File: src/rtl/hora_pkg.sv
// Shared definitions for the hour encoder/decoder pair: FSM states and hour limits.
package hora_pkg;

    typedef enum logic [1:0] {
        ST_IDLE  = 2'd0,
        ST_CHECK = 2'd1,
        ST_CONV  = 2'd2,
        ST_HOLD  = 2'd3
    } state_t;

    localparam int HOUR_MAX_12 = 12;
    localparam int HOUR_MAX_24 = 23;
    localparam int PM_BIT      = 5;

endpackage

File: src/rtl/bcd2bin_hr.sv
// Combinational packed-BCD hour to binary conversion with legality check.
module bcd2bin_hr
    import hora_pkg::*;
(
    input  logic [3:0] tens,
    input  logic [3:0] units,
    input  logic       mode_24h,
    output logic [5:0] bin,
    output logic       illegal
);

    logic [5:0] tens_w;
    logic [5:0] units_w;

    // tens*10 built from shifts; out-of-range tens wrap but are flagged illegal anyway
    always_comb begin
        tens_w  = {2'b00, tens};
        units_w = {2'b00, units};
        bin     = (tens_w << 3) + (tens_w << 1) + units_w;
        illegal = (units > 4'd9);
        if (mode_24h) begin
            if ((tens > 4'd2) || (bin > 6'(HOUR_MAX_24))) begin
                illegal = 1'b1;
            end
        end else begin
            if ((tens > 4'd1) || (bin == 6'd0) || (bin > 6'(HOUR_MAX_12))) begin
                illegal = 1'b1;
            end
        end
    end

endmodule

File: src/rtl/reg_horas_encoder.sv
// Registered, handshaked BCD hours -> binary hour index encoder (RTC read-back path).
module reg_horas_encoder
    import hora_pkg::*;
#(
    parameter int MODE_24H = 0,
    parameter int IDX_W    = 5
) (
    input  logic             clk,
    input  logic             rst_n,
    input  logic [7:0]       bcd_in,
    input  logic             in_valid,
    output logic             in_ready,
    output logic [IDX_W-1:0] index_out,
    output logic             pm_out,
    output logic             err_out,
    output logic             out_valid,
    input  logic             out_ready
);

    localparam bit IS_24H = (MODE_24H != 0);

    state_t     state;
    logic [7:0] bcd_reg;
    logic       err_reg;
    logic [3:0] tens;
    logic [3:0] units;
    logic [5:0] bin;
    logic       illegal;

    // In 12 h mode only bit 4 carries tens; bit 5 is PM and bits 7:6 are don't-care
    always_comb begin
        units = bcd_reg[3:0];
        tens  = IS_24H ? bcd_reg[7:4] : {3'b000, bcd_reg[4]};
    end

    bcd2bin_hr u_conv (
        .tens     (tens),
        .units    (units),
        .mode_24h (IS_24H),
        .bin      (bin),
        .illegal  (illegal)
    );

    // Control FSM with registered handshake and result outputs
    always_ff @(posedge clk or negedge rst_n) begin
        if (!rst_n) begin
            state     <= ST_IDLE;
            bcd_reg   <= '0;
            err_reg   <= 1'b0;
            in_ready  <= 1'b1;
            index_out <= '0;
            pm_out    <= 1'b0;
            err_out   <= 1'b0;
            out_valid <= 1'b0;
        end else begin
            case (state)
                ST_IDLE: begin
                    if (in_valid) begin
                        bcd_reg  <= bcd_in;
                        in_ready <= 1'b0;
                        state    <= ST_CHECK;
                    end
                end
                ST_CHECK: begin
                    err_reg <= illegal;
                    state   <= ST_CONV;
                end
                ST_CONV: begin
                    if (err_reg) begin
                        index_out <= '0;
                        pm_out    <= 1'b0;
                    end else begin
                        index_out <= IS_24H ? IDX_W'(bin) : IDX_W'(bin - 6'd1);
                        pm_out    <= IS_24H ? 1'b0 : bcd_reg[PM_BIT];
                    end
                    err_out   <= err_reg;
                    out_valid <= 1'b1;
                    state     <= ST_HOLD;
                end
                ST_HOLD: begin
                    if (out_ready) begin
                        out_valid <= 1'b0;
                        in_ready  <= 1'b1;
                        state     <= ST_IDLE;
                    end
                end
                default: begin
                    state <= ST_IDLE;
                end
            endcase
        end
    end

endmodule
File: config.mk
export PLATFORM = sky130hd
export DESIGN_NAME = reg_horas_encoder
export DESIGN_NICKNAME = d
export VERILOG_FILES = /design/src/rtl/hora_pkg.sv /design/src/rtl/bcd2bin_hr.sv /design/src/rtl/reg_horas_encoder.sv
export SDC_FILE = /design/constraint.sdc
export NUM_CORES = 1
export LEC_CHECK = 0
export BUFFER_PORTS_ARGS = -buffer_cell sky130_fd_sc_hd__buf_2
export CORE_ASPECT_RATIO = 1.4
export CORE_MARGIN = 2
export CORE_UTILIZATION = 58
export DETAILED_ROUTE_END_ITERATION = 8
export PLACE_DENSITY = 0.83
export RECOVER_POWER = 100
export SLEW_MARGIN = 25
export SYNTH_ARGS = -nofsm -noshare
export SYNTH_HDL_FRONTEND = slang
export SYNTH_HIERARCHICAL = 1
export SYNTH_SLANG_ARGS = --single-unit
File: constraint.sdc
create_clock -name clk -period 7.6 [get_ports clk]
set_clock_uncertainty 0.1 [all_clocks]
set_input_delay 0.76 -clock clk [delete_from_list [all_inputs] [get_ports clk]]
set_output_delay 0.76 -clock clk [all_outputs]
set_load 0.05 [all_outputs]
* Yosys cells after proc, flatten, opt, wreduce, memory -nomap -nowiden
Index checks and enable logic that the tools add are counted.
Storage, ports and cells: register bits after elaboration 18
Operators by class: mux-type cells 11, eq/ne operators 5, reductions and logical operators 10, add/sub/neg operators 3, order comparisons 3
Operators with widths (number):
- case mux 2 bit (4 select lines) | 1
- adder 5 x 4 -> 6 bit | 1
- > comparator 6 x 4 -> 1 bit (second input constant) | 1
- logical NOT 6 bit | 1
- AND reduction 2 bit | 3
- adder 4 x 2 -> 5 bit | 1
- two-way mux 1 bit | 5
- two-way mux 5 bit | 1
- subtractor 5 x 1 -> 5 bit (second input constant) | 1
- == test 2 bit (second input constant) | 2
- > comparator 4 bit (second input constant) | 1
- two-way mux 2 bit | 2
- inequality test 2 bit (second input constant) | 2
- case mux 1 bit (2 select lines) | 2
- nonzero test 2 bit | 2
- AND reduction 3 bit | 1
- == test 2 x 1 -> 1 bit (second input constant) | 1
- logical NOT 2 bit | 1
- logical OR 1 bit | 2
- > comparator 1 bit (second input constant) | 1

* Logic depth before layout (Yosys ltp)
Gate-level depths: netlist of run 1.
depth in word-level cells 6, mapped depth 9, mapped depth without buffers 9

* Hierarchy
Netlist of run 1, hierarchy kept.
Modules (own cells, without submodules):
- reg_horas_encoder | area an instance 833.3 µm², times used 1, cells each 68
- bcd2bin_hr | area an instance 259.0 µm², times used 1, cells each 34

* Worst setup path before layout of run 1
No wires, ideal clock.
kind register -> register, from register bcd_reg[4], to register err_reg, arrival 2540 ps, setup time 125 ps, clock period less this slack 2765 ps, path buffers 0, cell stages (with the launch flop) 9, path slack 4835 ps, cells stage by stage dfrtp_1 -> inv_1 -> fa_1 -> fa_1 -> or4b_1 -> o21ai_0 -> o41ai_1 -> or3b_1 -> mux2_2
On the way: word-level cells in the longest chain between the ends 6
Ends and longest elaborated chain:
- from (decl) | RTL line reg_horas_encoder.sv:23 | logic [7:0] bcd_reg;
- from (signal assigned) | RTL line reg_horas_encoder.sv:59 | bcd_reg <= bcd_in;
- branches (longest 4 deep; another with adder 5 x 4 -> 6 bit)
- logical OR 1 bit (*) | RTL line bcd2bin_hr.sv:26 | if ((tens > 4'd1) || (bin == 6'd0) || (bin > 6'(HOUR_MAX_12))) begin
- two-way mux 1 bit (*) | RTL line bcd2bin_hr.sv:26
- named net illegal | RTL line reg_horas_encoder.sv:28 | logic illegal;
- to (signal assigned) | RTL line reg_horas_encoder.sv:65 | err_reg <= illegal;
- to (decl) | RTL line reg_horas_encoder.sv:24 | logic err_reg;
Mark *: on every way through the listed nets, which the timed path passes. A chain may end at the register's enable or synchronous reset.

* Final worst setup path of run 1
Same ends and word-level chain as after synthesis.

==> qor.yml, run 1 <==
synthesis:
  yosysTopAreaCell: "dfrtp_1"
  netlist_top_cells_area: "dfrtp_1, ha_1, mux2_2"
  synthCells: 102
  yosysWarnings: 6
  synth_top_area_share_pct: 38.9
  synth_seq_cells: 18
  seq_area_frac_synth_pct: 41.4
  avgSynthCellArea_sq_um: 10.7
  netlist_area_sq_um: 1090
  ys_types: 31
power:
  power_density_nw_per_um2: 470
  power_switching_share_pct: 47.4
  leakage_uw: 0.000607
  seqPwrFrac_pct: 29.5
  combPwrFrac_pct: 61.8
  vdd_drop_max_mv: 0.273
  p_switching_uw: 275
  intPower_uw: 305
  pwr-share-clk_pct: 8.7
routing:
  first_pass_iters: 5
  vias: 789
  post_drt_wl_per_cell_um: 13.1
  ant_nets: 0
  routed_wirelength_um: 1990
  first_iter_violations: 6
  drc_errors: 0
  routed_via_density: 5.19
sta:
  fmax_mhz: 332
  fin_crit_sh_pct: 39.6
  worst_pin_slew_ns: 0.937
  hold_viol: 0
  drv_slew: 0
  slew_headroom_pct: 37.5
  setup-tns-final_ns: 0
  rsz0062_at_grt: "no"
  period_needed_ns: 3.01
  setup_viol: 0
final_layout:
  layoutNonFillerInstCount: 152
  drive_gt1_share_pct: 17.4
  area_growth_pct: 13.1
  largest_reg_flops: 6
  antenna_cells: 0
  nNetsFinal: 158
placed_design:
  routabilityCongestion: 0.717
  place_inst: 148
  port_buffers: 18
  hpwlAfterDp_um: 1610
global_routing:
  grt_pass1_wl_um: 3580
  grt_pass1_vias: 864
  grt-ovfl-total: 0
  track_usage_pct: 22.9
  grt_max_degree: 19
  antenna_found_initial: 0
cts:
  cts-root-buf: "clkbuf_4"
  max-clock-path-buffers: 2
  post_cts_buffers: 0
  clk_pin_slew_ns: 0.10
  h-tree-depth: 1
  cts_resized: 0
  cts_tree: "built"
  cts_buffers: 3
  holdBufCountCts: 0
  cts_num_sinks: 18
  clock_latency_ns: 0.30
worst_setup_path:
  worst_ep_arrival_time_ns: 3.11
  reg2reg_from: "bcd_reg[4]$_DFFE_PN0P_"
  worst_ep_required_time_ns: 7.70
  critPathMaxFanout: 4
  reg2reg_depth: 8
  rr_endpoint: "err_reg$_DFFE_PN0N_"
  end_kind: "flop"
  start_kind: "flop"
  critical_path_class: "flop to flop"
  r2r_slack_ns: 4.59
worst_hold_path:
  hold_path_end: "bcd_reg[5]$_DFFE_PN0P_"
  min_from: "bcd_reg[5]$_DFFE_PN0P_"
  hold_class: "flop to flop"
  holdPathStages: 1
floorplanning:
  fp.dieH_um: 55.3
  start_util_pct: 61.4
  io_pins: 21
  die-area_sq_um: 2250
  die_w_um: 40.7
  coreArea_sq_um: 1780
  placement_rows: 18
flow_run:
  cap_violations: 0
outcome:
  outcome: "finished clean"
[metrics by stage]
step | hold slack [ns] | utilization [%] | cell area [sq um] | total power [uW] | setup WS, ns
floorplan | 0.364 | - | 1130 | 462 | 4.84
global placement | 0.387 | 69.3 | 1230 | 517 | 4.70
detailed placement | 0.403 | 69.3 | 1230 | 541 | 4.61
CTS | 0.275 | 70.7 | 1260 | 592 | 4.57
global route | 0.444 | 69.4 | 1230 | 634 | 4.46
finish | 0.426 | 69.4 | 1230 | 580 | 4.59
[cells in the mapped netlist]
library cell  number
a21o_1             1
a21oi_1            3
a21oi_2            1
buf_2              1
buf_4              1
conb_1             1
dfrtp_1           17
dfstp_2            1
fa_1               2
ha_1              11
inv_1             21
inv_2              1
mux2_2             8
mux2_4             1
mux2i_1            1
nand2_1            2
nand2_2            1
nand2b_1           1
nand3_1            1
nor2_1             2
nor2b_4            1
nor3_1             1
nor3b_2            1
o21ai_0            4
o22ai_1            7
o32a_1             1
o41ai_1            1
or3b_1             1
or4b_1             1
xnor2_1            4
xor2_1             2
[power groups by stage]
stage	sequential [uW]	combinational, uW	clock, uW
after floorplan	222	239	0
after global placement	167	349	0
after detailed placement	172	369	0
after CTS	170	372	50.7
after global routing	176	402	55.2
final	171	359	50.6
[kinds of logic after synthesis]
logic type	Yosys count	share of synthesized area [%]
buf+inv	24	8.71
simple gates	12	7.56
flops	18	41.4
other cells	1	0.343
fa+ha+maj	13	16.3
mux	10	10.5
xor+xnor	6	4.81
compound gates	18	10.4
[layout make-up]
type	instances	area (sq um)
multi-input combinational	70	572
clock buffer	4	26.3
tap	20	25.0
sequential	18	452
inverter	22	82.6
fill	156	544
timing repair buffer	18	77.6
[per-layer routing]
metal | routed length (um) | part of all wire [%] | up-vias | track usage (%)
met5 | 0 | 0 | - | 0
met4 | 31 | 1.6 | 0 | 8.57
met3 | 64 | 3.2 | 4 | 3.61
met2 | 1110 | 56 | 15 | 39.7
met1 | 785 | 39 | 385 | 25.9
li1 | - | - | 385 | -
[worst max-delay path: stages (launching register included)]
cell	delay (ns)
dfrtp_1	0.41
inv_1	0.08
fa_1	0.52
fa_1	0.57
or4b_1	0.20
o21ai_0	0.08
o41ai_1	0.30
or3b_1	0.38
mux2_2	0.27
[worst max-delay path by stage]
stage,depth (start not counted),slack (ns),start,end
floorplan,8,4.84,bcd_reg[4]$_DFFE_PN0P_,err_reg$_DFFE_PN0N_
detailed placement,8,4.61,bcd_reg[4]$_DFFE_PN0P_,err_reg$_DFFE_PN0N_
global placement,8,4.70,bcd_reg[4]$_DFFE_PN0P_,err_reg$_DFFE_PN0N_
CTS,8,4.57,bcd_reg[4]$_DFFE_PN0P_,err_reg$_DFFE_PN0N_
global route,8,4.46,bcd_reg[4]$_DFFE_PN0P_,err_reg$_DFFE_PN0N_
finish,8,4.59,bcd_reg[4]$_DFFE_PN0P_,err_reg$_DFFE_PN0N_
[cell usage in the layout, fill, tap and decap left out, types with 3 or more instances in the layout]
master and count:
nand2_1 3, conb_1 11, clkbuf_1 11, o21ai_0 4, o22ai_1 7, inv_1 21
buf_2 8, dfrtp_1 17, clkbuf_4 3, a21oi_1 4, mux2_2 8, xnor2_1 4
ha_1 11
Power figures use the tool's default switching activity.
==> inputs of run 2 (changes only) <==
Settings changed: ABC_AREA set to 1, CORE_UTILIZATION 58 to 49, PLACE_DENSITY 0.83 to 0.74.
Clock period 7.6 ns to 2.6 ns, I/O delays scaled along.
==> run 2 against run 1 <==
Critical path depth up 5. Die area up 27%. Setup slack worse by 4.4 ns. Largest power group unchanged.
==> qor.yml, run 2 <==
sta:
  fin_ws_ns: 0.138  # -4.45 ns
  rsz0062_at_grt: "no"
  fmax_mhz: 406  # +22%
  hold_viol: 0  # unchanged
  setup_viol: 0  # unchanged
  setup-tns-final_ns: 0  # unchanged
  worst_pin_slew_ns: 0.986  # +0.0481 ns
  fin_crit_sh_pct: 94.7  # +55 points
  drv_slew: 0  # unchanged
  whs_ns: 0.0971  # -0.328 ns
  slew_headroom_pct: 34.3  # -3.2 points
  period_needed_ns: 2.46  # -0.550 ns
routing:
  routed_via_density: 4.69  # -9.6%
  first_pass_iters: 4  # -1
  first_iter_violations: 19  # +13
  routed_wirelength_um: 2200  # +10%
  drc_errors: 0  # unchanged
  vias: 985  # +25%
  post_drt_wl_per_cell_um: 10.5  # -20%
  ant_nets: 0  # unchanged
synthesis:
  yosysWarnings: 6  # unchanged
  synthTopCellsByCount: "nand2_1, inv_1, dfrtp_1, nand3_1, nor2_1"
  synthSimpleGateAreaFrac_pct: 26.8  # +19 points
  synth_top_area_share_pct: 35.5  # -3.5 points
  netlist_top_cells_area: "dfrtp_1, nand2_1, ha_1"
  yosysMostFrequentCell: "nand2_1"
  synthCells: 154  # +51%
  synth_seq_cells: 18  # unchanged
  ys_types: 24  # -23%
  seq_area_frac_synth_pct: 37.6  # -3.7 points
  synth-edff-count: 0  # unchanged
  muxShareOfSynthArea_pct: 0.938  # -9.6 points
  synth_compound_area_share_pct: 6.15  # -4.3 points
  synthArstFlopShare_pct: 100  # unchanged
  avgSynthCellArea_sq_um: 7.79  # -27%
  netlist_area_sq_um: 1200  # +9.9%
  synth_top_family_by_area: "simple AND/OR/NAND/NOR gates"
  yosysTopAreaCell: "dfrtp_1"
  synth-xor-area-share_pct: 2.19  # -2.6 points
  ys.flop_type: "dfrtp_1"
  synth_fa_ha_area_share_pct: 14.8  # -1.5 points
cts:
  clock_latency_ns: 0.29  # about the same
  cts_num_sinks: 18  # unchanged
  cts_tree: "built"
  cts-root-buf: "clkbuf_4"
  h-tree-depth: 1  # unchanged
  max-clock-path-buffers: 2  # unchanged
  cts_buffers: 3  # unchanged
  clk_pin_slew_ns: 0.10  # about the same
placed_design:
  port_buffers: 18  # unchanged
  hpwlAfterDp_um: 1790  # +11%
  routabilityCongestion: 0.773  # +7.8%
  dp_slack_ns: 0.0811  # -4.53 ns
  detailed_place.area_sq_um: 1330  # +8.2%
power:
  power_uw: 1740  # +200%
  vdd_drop_max_mv: 0.732  # +170%
  leakage_uw: 0.000763  # +26%
  power_density_nw_per_um2: 1280  # +170%
worst_setup_path:
  end_kind: "flop"
  worst_ep_required_time_ns: 2.68  # -5.02 ns
  worstPathCellList: "inv_2 -> fa_1 -> fa_1 -> inv_2 -> nand2_1 -> nand2_1 -> nand2_1 -> nand2_1 -> nand2_1 -> nand2_1 -> clkinv_1 -> nand2_1 -> mux2_2"
  critPathMaxFanout: 4  # unchanged
  cpPeakStageDelay_ns: 0.58  # about the same
  start_kind: "flop"
  worst_ep_arrival_time_ns: 2.54  # -0.57 ns
  critical_path_class: "flop to flop"
  critPathMostFrequentCell: "nand2_1"
  path_delay_family: "adder cells"
  crit_buf_inv: 3  # +2
  cpMaxStageDelayCell: "fa_1"
final_layout:
  final_cell_mix: "nand2_1, inv_1, dfrtp_1"
  nNetsFinal: 213  # +35%
  largest_reg_flops: 6  # unchanged
  num-fill-cells: 237  # +52%
  ff_latch_area_sq_um: 452  # unchanged
  layout_commonest_cell: "nand2_1"
  area_growth_pct: 12.9
  antenna_cells: 0  # unchanged
  drive_gt1_share_pct: 13.4  # -4.1 points
  stdcell_area_sq_um: 1360  # +9.7%
  multi_input_area_sq_um: 629  # +10%
floorplanning:
  fp.dieH_um: 62.6  # +13%
  placement_rows: 21  # +3
  die_w_um: 45.8  # +13%
  die-area_sq_um: 2870  # +27%
  coreArea_sq_um: 2360  # +33%
  io_pins: 21  # unchanged
  start_util_pct: 50.7  # -11 points
global_routing:
  antenna_found_initial: 0  # unchanged
  grt_pass1_wl_um: 3960  # +11%
  grt-ovfl-total: 0  # unchanged
  track_usage_pct: 18.3  # -4.6 points
  grt_max_degree: 19  # unchanged
  grt_pass1_vias: 998  # +16%
flow_run:
  cap_violations: 0  # unchanged
worst_hold_path:
  hold_class: "input port to flop"
outcome:
  outcome: "finished clean"
run 2: changes by cell type after synthesis, sizes merged, moves of 2 or more:
| cell | change |
|---|---|
| nor2 | +11 |
| o21ai | +5 |
| a21oi | -3 |
| xnor2 | -2 |
| nand3 | +11 |
| o22ai | -7 |
| mux2 | -8 |
| nand2 | +48 |
| inv | +5 |
run 2: layer usage:
metal	up-vias	global-route usage, %	share of wire [%]
met5	-	0	0
met4	0	7.50	1.7
met3	4	2.60	1.5
met2	11	33.3	56
met1	448	19.7	41
li1	522	-	-
run 2: logic make-up after synthesis:
kind of cell    Yosys count
compound gates           11
xor+xnor                  3
fa+ha+maj                13
buf+inv                  31
flops                    18
mux                       1
other cells               1
simple gates             76
run 2: metrics by stage:
stage               cells  utilization [%]
floorplan             165                -
global placement      203             56.4
detailed placement    203             56.4
CTS                   208             58.4
global route          210             57.3
finish                210             57.3
run 2: power by group:
group	internal (uW)	leakage, uW	switching (uW)
sequential	401	0.000221	85.7
combinational	384	0.000521	695
clock	85.2	0.0000210	85.1
run 2: layout make-up:
class,instances,area share (%)
clock buffer,4,2.68
tap,23,2.12
timing repair buffer,21,7.57
multi-input combinational,116,46.4
sequential,18,33.3
inverter,28,7.85
run 2: repair_timing:
item | CTS | global route
resized for setup | 0 | 1
endpoints found under the hold margin | 17 | 0
setup buffers | 0 | 2
endpoints found under the setup margin | 0 | 1
hold buffers | 1 | 0
run 2: worst reg2reg max path, stage by stage, from the launching register on:
cell and delay, ns:
dfrtp_1 0.41, inv_2 0.05, fa_1 0.50, fa_1 0.59, inv_2 0.07, nand2_1 0.06
nand2_1 0.05, nand2_1 0.06, nand2_1 0.06, nand2_1 0.05, nand2_1 0.05, clkinv_1 0.04
nand2_1 0.03, mux2_2 0.25
run 2: worst paths after layout:
| kind | cells past startpoint | start | slack (ns) | end |
|---|---|---|---|---|
| worst max-delay path | 13 | bcd_reg[4]$_DFFE_PN0P_ | 0.14 | err_reg$_DFFE_PN0N_ |
| worst min-delay path | 3 | bcd_in[2] | 0.1 | bcd_reg[2]$_DFFE_PN0P_ |
| worst max register to register | 13 | bcd_reg[4]$_DFFE_PN0P_ | 0.14 | err_reg$_DFFE_PN0N_ |
| worst min register to register | 2 | index_out[4]$_DFFE_PN0P_ | 0.39 | index_out[4]$_DFFE_PN0P_ |
| max in group asynchronous | 2 | rst_n | 1.27 | bcd_reg[5]$_DFFE_PN0P_ |
| min in group asynchronous | 2 | rst_n | 0.54 | index_out[1]$_DFFE_PN0P_ |
==> inputs of run 3 (changes only) <==
Settings changed: RECOVER_POWER 100 to 25, SKIP_LAST_GASP set to 1.
==> run 3 against run 2 <==
Clock power about the same. Sequential power up 0.8%. Hold slack better by 0.00085 ns. Count of clock-buffer cells in the layout unchanged. Flip-flop and latch count unchanged. Die area unchanged. Design area up 2.9%. Critical path depth unchanged. First-iteration DRC count up 21%. Total power up 3.4%.
==> qor.yml, run 3 (synthesis results as in run 2) <==
sta:
  setup_viol: 0  # unchanged
  rsz0062_at_grt: "no"
  whs_ns: 0.0980  # +0.000852 ns
  drv_slew: 0  # unchanged
  hold_viol: 0  # unchanged
  period_needed_ns: 2.46  # -0.00214 ns
  worst_pin_slew_ns: 0.976  # -0.00989 ns
  fmax_mhz: 407  # about the same
  setup-tns-final_ns: 0  # unchanged
  fin_ws_ns: 0.140  # +0.00214 ns
  fin_crit_sh_pct: 94.6  # about the same
  slew_headroom_pct: 35.0  # +0.66 points
worst_setup_path:
  worst_ep_arrival_time_ns: 2.54  # about the same
  critical_path_class: "flop to flop"
  start_kind: "flop"
  worst_ep_required_time_ns: 2.68  # about the same
  critPathMaxFanout: 4  # unchanged
  end_kind: "flop"
placed_design:
  detailed_place.area_sq_um: 1330  # unchanged
  port_buffers: 18  # unchanged
  place_inst: 203  # unchanged
  dp_slack_ns: 0.0811  # unchanged
  hpwlAfterDp_um: 1790  # unchanged
  routabilityCongestion: 0.773  # unchanged
global_routing:
  grt_pass1_vias: 998  # unchanged
  grt-ovfl-total: 0  # unchanged
  track_usage_pct: 18.3  # unchanged
  antenna_found_initial: 0  # unchanged
  grt_max_degree: 19  # unchanged
  grt_pass1_wl_um: 3960  # unchanged
floorplanning:
  start_util_pct: 50.7  # unchanged
  die_w_um: 45.8  # unchanged
  io_pins: 21  # unchanged
  placement_rows: 21  # unchanged
  die-area_sq_um: 2870  # unchanged
  coreArea_sq_um: 2360  # unchanged
  fp.dieH_um: 62.6  # unchanged
power:
  power_density_nw_per_um2: 1290  # +0.52%
  vdd_drop_max_mv: 0.777  # +6.2%
  leakage_uw: 0.000820  # +7.4%
final_layout:
  layout_commonest_cell: "nand2_1"
  stdcell_area_sq_um: 1390  # +2.9%
  layoutNonFillerInstCount: 210  # unchanged
  largest_reg_flops: 6  # unchanged
  drive_gt1_share_pct: 20.9  # +7.5 points
  final_cell_mix: "nand2_1, inv_1, dfrtp_1, buf_2"
  num-fill-cells: 222  # -6.3%
  area_growth_pct: 16.2
  antenna_cells: 0  # unchanged
  nNetsFinal: 213  # unchanged
outcome:
  outcome: "finished clean"
cts:
  max-clock-path-buffers: 2  # unchanged
  cts_tree: "built"
  clock_latency_ns: 0.29  # about the same
  cts-root-buf: "clkbuf_4"
  h-tree-depth: 1  # unchanged
  cts_num_sinks: 18  # unchanged
  cts_buffers: 3  # unchanged
  clk_pin_slew_ns: 0.10  # about the same
routing:
  vias: 995  # +1.0%
  routed_via_density: 4.74  # +1.0%
  first_iter_violations: 23  # +4
  post_drt_wl_per_cell_um: 10.4  # -0.27%
  first_pass_iters: 4  # unchanged
  ant_nets: 0  # unchanged
  drc_errors: 0  # unchanged
  routed_wirelength_um: 2190  # -0.27%
worst_hold_path:
  hold_class: "input port to flop"
flow_run:
  cap_violations: 0  # unchanged
==> run 3: changes by cell type in the layout (fill, tap and decap cells not counted), moves of 2 or more <==
cell and change:
o21ai_1 +2, o21ai_2 +2, buf_2 +9, o21ai_0 -4, clkbuf_1 -9
==> run 3: report_power, final <==
| group | internal [uW] | switching [uW] |
|---|---|---|
| combinational | 411 | 722 |
| clock | 85.2 | 85.6 |
| sequential | 401 | 90.4 |
| total | 897 | 898 |
==> run 3: worst paths after layout <==
path	start	end	slack, ns	cells after the start
hold reg to reg	index_out[4]$_DFFE_PN0P_	index_out[4]$_DFFE_PN0P_	0.39	2
max in group asynchronous	rst_n	bcd_reg[3]$_DFFE_PN0P_	1.28	2
setup / recovery	bcd_reg[4]$_DFFE_PN0P_	err_reg$_DFFE_PN0N_	0.14	13
min in group asynchronous	rst_n	index_out[1]$_DFFE_PN0P_	0.53	2
setup reg to reg	bcd_reg[4]$_DFFE_PN0P_	err_reg$_DFFE_PN0N_	0.14	13
hold / removal	bcd_in[2]	bcd_reg[2]$_DFFE_PN0P_	0.1	3
==> run 3: repair_timing <==
action / CTS / global route
setup buffers: 0 / 2
hold buffers: 1 / 0
setup endpoints to repair: 0 / 1
hold endpoints to repair: 17 / 0
gates resized for setup: 0 / 1
==> run 3: through the flow <==
| step | utilization (%) | total power (uW) |
|---|---|---|
| 6_report | 58.9 | 1800 |
| 5_1_grt | 58.9 | 1980 |
| 4_1_cts | 58.4 | 1740 |
| 3_5_place_dp | 56.4 | 1570 |
| 3_3_place_gp | 56.4 | 1530 |
| 2_1_floorplan | - | 1370 |
==> run 3: metal layers <==
metal | wire [um] | part of all wire [%] | track usage [%] | vias to the layer above
li1 | - | - | - | 521
met1 | 894 | 41 | 19.7 | 457
met2 | 1220 | 56 | 33.3 | 13
met3 | 36 | 1.6 | 2.60 | 4
met4 | 37 | 1.7 | 7.50 | 0
met5 | 0 | 0 | 0 | -
==> run 3: cell type report <==
cell class              count  area, sq um  area share [%]
multi-input cells         116          656            47.0
clock buffers               4         36.3            2.60
repair buffers             21          114            8.17
flip-flops and latches     18          452            32.4
inverters                  28          108            7.72
well taps                  23         28.8            2.06
==> run 3: worst max-delay path: stages (launching register included) <==
cell      delay (ns)
dfrtp_1         0.41
inv_2           0.05
fa_1            0.50
fa_1            0.58
inv_2           0.07
nand2_1         0.06
nand2_1         0.05
nand2_1         0.06
nand2_1         0.06
nand2_1         0.05
nand2_1         0.05
clkinv_1        0.04
nand2_1         0.03
mux2_2          0.25
